==> src/rtl/tour_cmd_seq.sv <==
// Tour command sequencer: turns each solved knight move into a vertical and a horizontal
// move command for cmd_proc, and passes UART commands through when no tour is running.
module tour_cmd_seq #(
    parameter int          NUM_MOVES = 24,
    parameter int          IDX_W     = 5,
    parameter logic [7:0]  RESP_DONE = 8'hA5,
    parameter logic [7:0]  RESP_BUSY = 8'h5A
) (
    input  logic             clk,
    input  logic             rst,
    input  logic             start_tour,
    input  logic             abort,
    input  logic [7:0]       move,
    output logic [IDX_W-1:0] mv_indx,
    input  logic [15:0]      cmd_UART,
    input  logic             cmd_rdy_UART,
    input  logic             clr_cmd_rdy,
    input  logic             send_resp,
    output logic [15:0]      cmd,
    output logic             cmd_rdy,
    output logic [7:0]       resp,
    output logic             tour_active,
    output logic             move_err
);

    typedef enum logic [2:0] {
        IDLE  = 3'd0,
        LOAD  = 3'd1,
        VERT  = 3'd2,
        HOLDV = 3'd3,
        HORZ  = 3'd4,
        HOLDH = 3'd5
    } state_t;

    localparam logic [IDX_W-1:0] LAST_IDX = IDX_W'(NUM_MOVES - 1);

    // Move encoding must be exactly one-hot; anything else means solver data is corrupt.
    function automatic logic is_one_hot(input logic [7:0] m);
        return (m != 8'h00) && ((m & (m - 8'h01)) == 8'h00);
    endfunction

    // Returns {vertical_cmd, horizontal_cmd}. North=00, South=7F, East=BF, West=3F.
    function automatic logic [31:0] leg_cmds(input logic [7:0] m);
        logic [31:0] c;
        case (m)
            8'h01:   c = {16'h2002, 16'h3BF1};   // (+1,+2)
            8'h02:   c = {16'h2002, 16'h33F1};   // (-1,+2)
            8'h04:   c = {16'h2001, 16'h33F2};   // (-2,+1)
            8'h08:   c = {16'h27F1, 16'h33F2};   // (-2,-1)
            8'h10:   c = {16'h27F2, 16'h33F1};   // (-1,-2)
            8'h20:   c = {16'h27F2, 16'h3BF1};   // (+1,-2)
            8'h40:   c = {16'h27F1, 16'h3BF2};   // (+2,-1)
            8'h80:   c = {16'h2001, 16'h3BF2};   // (+2,+1)
            default: c = 32'h0000_0000;
        endcase
        return c;
    endfunction

    state_t           state_r, state_nxt_s;
    logic [IDX_W-1:0] mv_indx_r, mv_indx_nxt_s;
    logic [7:0]       move_q_r, move_q_nxt_s;
    logic             move_err_r, move_err_nxt_s;
    logic [31:0]      legs_s;

    assign legs_s   = leg_cmds(move_q_r);
    assign mv_indx  = mv_indx_r;
    assign move_err = move_err_r;

    // State and tour bookkeeping registers.
    always_ff @(posedge clk or posedge rst) begin
        if (rst) begin
            state_r    <= IDLE;
            mv_indx_r  <= '0;
            move_q_r   <= 8'h00;
            move_err_r <= 1'b0;
        end else begin
            state_r    <= state_nxt_s;
            mv_indx_r  <= mv_indx_nxt_s;
            move_q_r   <= move_q_nxt_s;
            move_err_r <= move_err_nxt_s;
        end
    end

    // Next-state logic; abort takes priority over any handshake seen in the same cycle.
    always_comb begin
        state_nxt_s    = state_r;
        mv_indx_nxt_s  = mv_indx_r;
        move_q_nxt_s   = move_q_r;
        move_err_nxt_s = move_err_r;
        if (abort && (state_r != IDLE)) begin
            state_nxt_s = IDLE;
        end else begin
            case (state_r)
                IDLE: begin
                    if (start_tour) begin
                        state_nxt_s    = LOAD;
                        mv_indx_nxt_s  = '0;
                        move_err_nxt_s = 1'b0;
                    end else begin
                        state_nxt_s = IDLE;
                    end
                end
                LOAD: begin
                    move_q_nxt_s = move;
                    if (is_one_hot(move)) begin
                        state_nxt_s = VERT;
                    end else begin
                        state_nxt_s    = IDLE;
                        move_err_nxt_s = 1'b1;
                    end
                end
                VERT: begin
                    if (clr_cmd_rdy) begin
                        state_nxt_s = HOLDV;
                    end else begin
                        state_nxt_s = VERT;
                    end
                end
                HOLDV: begin
                    if (send_resp) begin
                        state_nxt_s = HORZ;
                    end else begin
                        state_nxt_s = HOLDV;
                    end
                end
                HORZ: begin
                    if (clr_cmd_rdy) begin
                        state_nxt_s = HOLDH;
                    end else begin
                        state_nxt_s = HORZ;
                    end
                end
                HOLDH: begin
                    if (send_resp && (mv_indx_r == LAST_IDX)) begin
                        state_nxt_s = IDLE;
                    end else if (send_resp) begin
                        state_nxt_s   = LOAD;
                        mv_indx_nxt_s = mv_indx_r + IDX_W'(1);
                    end else begin
                        state_nxt_s = HOLDH;
                    end
                end
                default: begin
                    state_nxt_s = IDLE;
                end
            endcase
        end
    end

    // Command mux and response byte decoded from the current state.
    always_comb begin
        cmd         = 16'h0000;
        cmd_rdy     = 1'b0;
        resp        = RESP_BUSY;
        tour_active = 1'b1;
        case (state_r)
            IDLE: begin
                cmd         = cmd_UART;
                cmd_rdy     = cmd_rdy_UART;
                resp        = RESP_DONE;
                tour_active = 1'b0;
            end
            LOAD: begin
                cmd = 16'h0000;
            end
            VERT: begin
                cmd     = legs_s[31:16];
                cmd_rdy = 1'b1;
            end
            HOLDV: begin
                cmd = legs_s[31:16];
            end
            HORZ: begin
                cmd     = legs_s[15:0];
                cmd_rdy = 1'b1;
            end
            HOLDH: begin
                cmd = legs_s[15:0];
                if (mv_indx_r == LAST_IDX) begin
                    resp = RESP_DONE;
                end else begin
                    resp = RESP_BUSY;
                end
            end
            default: begin
                resp        = RESP_DONE;
                tour_active = 1'b0;
            end
        endcase
    end

endmodule

==> config.mk <==
export PLATFORM = sky130hd
export DESIGN_NAME = tour_cmd_seq
export DESIGN_NICKNAME = d
export VERILOG_FILES = /design/src/rtl/tour_cmd_seq.sv
export SDC_FILE = /design/constraint.sdc
export NUM_CORES = 1
export LEC_CHECK = 0
export CORE_AREA = 2 2 59 61
export CTS_BUF_LIST = sky130_fd_sc_hd__clkbuf_8 sky130_fd_sc_hd__clkbuf_16
export DETAILED_ROUTE_END_ITERATION = 6
export DIE_AREA = 0 0 61 63
export PLACE_DENSITY = 0.81
export RECOVER_POWER = 50
export SLEW_MARGIN = 5
export SYNTH_ARGS = -nofsm -noshare
export SYNTH_HDL_FRONTEND = slang
export SYNTH_SLANG_ARGS = --single-unit
==> constraint.sdc <==
create_clock -name clk -period 4.1 [get_ports clk]
set_input_delay 0.41 -clock clk [delete_from_list [all_inputs] [get_ports clk]]
set_output_delay 0.41 -clock clk [all_outputs]
set_load 0.02 [all_outputs]
==> impl_metrics.yaml <==
floorplanning:
  num_rows: 21
  chipWidth_microns: 61
  dieArea_sq_mm: 0.00384
  start_util: 0.414
  coreArea_sq_mm: 0.00323
  die_h_microns: 63
  ioPinCount: 63
clock_tree:
  clk_pin_slew_ns: 0.07
  cts_resized: 0
  cts-buffers-inserted: 3
  cts_hold_buffers: 0
  clk_path_buf_depth: 2
  htree_levels: 1
  cts_tree: "built"
  cts.sinks: 17
  cts_setup_buffers: 0
  clock_latency_ns: 0.25
  cts-root-buf: "clkbuf_8"
synthesis:
  synthesis.nets: 194
  synth-warning-count: 0
  yosysSeqAreaShare: 0.318
  synth_area_leader_cell: "dfrtp_1"
  yosysMostFrequentCell: "nand2_1"
  synth_commonest_cells: "nand2_1 (23), dfrtp_1 (17), a21oi_1 (16)"
  syn_avg_cell_area_sq_um: 8.26
  syn_area_sq_mm: 0.00134
  async_flop_share: 1.00
  synth_top_area_frac: 0.318
  synth_edf_count: 0
  synth-seq-cells: 17
  synth_area_leaders: "dfrtp_1 (32%), nand2_1 (6.4%), a21oi_1 (6.0%), mux2_2 (5.9%), xor2_1 (3.9%)"
  yosysUniqueCellTypes: 43
  postSynthCellCount: 162
  synth-main-ff-cell: "dfrtp_1"
detailed_routing:
  ant_nets: 0
  drcViolationCount: 0
  totalWireLength_mm: 3.09
  drt_iter0_markers: 24
  dr.pass1.iters: 4
  route.detailed.wl_per_inst_microns: 11.7
  viasPerCell: 5.09
  vias: 1339
grt:
  antenna_found_initial: 0
  grt_use_total: 0.164
  grt_pass1_wl_mm: 4.91
  grt-ovfl-total: 0
  grt_max_degree: 18
  grt_pass1_vias: 1136
sta:
  rsz0062_at_grt: "no"
  report.final.slew_viol_count: 0
  setup_viol: 0
  fmax_mhz: 356
  tightest_slew_ns: 0.951
  tns_ns: 0
  final-hold-violation-count: 0
  clock_skew_ns: 0.00373
  slew_headroom: 0.360
  final_period_minus_worst_setup_slack_ns: 2.81
  finalCritPeriodShare: 0.686
  hold_slack_ns: 0.520
setup_path:
  arrival_ns: 2.40
  cp_max_fo: 7
  start_kind: "flop"
  end_kind: "output pin"
  crit_type: "reg -> out"
  crit_required_ns: 3.69
placed_design:
  placed_area_sq_mm: 0.00196
  dp.final_hpwl_mm: 2.50
  numPortBuffers: 62
  gp_congestion: 0.843
run_status:
  status: "finished clean"
layout:
  final_cell_area_sq_mm: 0.00199
  area_delta_synth_final_pct: 48.6
  n_antenna_cell: 0
  utilization: 0.616
  nNetsFinal: 250
  drive_gt1_frac: 0.0829
power_and_ir_drop:
  ir_worst_vdd_mv: 0.155
  power.leakage_nw: 0.833
  p_per_area_mw_per_mm2: 285
min_path:
  hp-class: "reg -> reg"
flow_run:
  maxCapViolCount: 0
-- kinds of logic after synthesis --
kind of cell    after synthesis  synth area share
flops                        17             0.318
buf+inv                      20            0.0748
fa+ha+maj                     1           0.00934
xor+xnor                      7            0.0458
simple gates                 67             0.281
mux                           8            0.0664
compound gates               42             0.205
-- final timing paths --
| path | start | end | slack, ns | depth (start not counted) |
|---|---|---|---|---|
| setup / recovery | move_q_r[4]$_DFFE_PP0P_ | cmd[4] | 1.29 | 6 |
| hold / removal | move_err$_DFFE_PP0P_ | move_err$_DFFE_PP0P_ | 0.52 | 2 |
| setup reg to reg | mv_indx[0]$_DFFE_PP0P_ | mv_indx[3]$_DFFE_PP0P_ | 1.83 | 6 |
| hold reg to reg | move_err$_DFFE_PP0P_ | move_err$_DFFE_PP0P_ | 0.52 | 2 |
| max in group asynchronous | rst | move_q_r[0]$_DFFE_PP0P_ | 3.01 | 2 |
| min in group asynchronous | rst | mv_indx[3]$_DFFE_PP0P_ | 0.67 | 2 |
-- area by class of cell --
| class | instances | area, sq um |
|---|---|---|
| clock inverter | 1 | 3.75 |
| inverter | 8 | 30.0 |
| timing repair buffer | 63 | 628 |
| clock buffer | 3 | 41.3 |
| multi-input combinational | 125 | 803 |
| sequential | 17 | 425 |
| fill | 304 | 1240 |
| tap | 46 | 57.6 |
-- through the flow --
| stage | worst slack (ns) | std cells | total power [mW] |
|---|---|---|---|
| after floorplan | 1.86 | 162 | 0.355 |
| after global placement | 1.56 | 259 | 0.448 |
| after detailed placement | 1.57 | 259 | 0.451 |
| after CTS | 1.28 | 263 | 0.573 |
| after global routing | 1.11 | 263 | 0.601 |
| final | 1.29 | 263 | 0.566 |
-- report_power, final --
group | leakage (nW) | total [mW] | switching [mW] | internal (mW)
Combinational | 0.588 | 0.219 | 0.101 | 0.118
Sequential | 0.218 | 0.225 | 0.0339 | 0.191
Clock | 0.0269 | 0.122 | 0.0556 | 0.0665
Total | 0.833 | 0.566 | 0.191 | 0.376
-- metal layers --
metal | wire length [microns] | up-vias | GRT usage
li1 | - | 688 | -
met5 | 0 | - | 0
met1 | 1400 | 591 | 0.214
met3 | 237 | 5 | 0.0228
met2 | 1390 | 55 | 0.259
met4 | 50 | 0 | 0.0761
-- worst max-delay path: stages, from the launching register on --
cell	delay (ns)
dfrtp_1	0.41
nor4_1	0.46
nand4b_1	0.18
a31oi_2	0.35
a21oi_1	0.07
nand2_1	0.08
clkdlybuf4s50_1	0.60
-- state kept, by name, summed over array words and instances (netlist names) --
register and count:
move_err 1, move_q_r 8, mv_indx 5, state_r 3
-- placed cells by master (no fill, tap or decap), types with 2 or more instances in the layout --
master and count:
dlygate4sd3_1 7, a211oi_1 5, nor2b_1 2, o21ai_0 6
nand3_1 5, nand4_1 2, nor4_1 3, mux2_2 7
nor4_2 2, and2_1 5, nand2b_1 3, inv_1 9
nand4b_1 3, clkdlybuf4s50_1 55, a21o_1 2, xor2_1 6
dfrtp_1 17, nand3b_1 2, nor2_1 10, clkbuf_8 3
nand2_1 23, a21oi_1 16, o21ai_1 2
No activity file was read; power rests on OpenSTA's default activity.
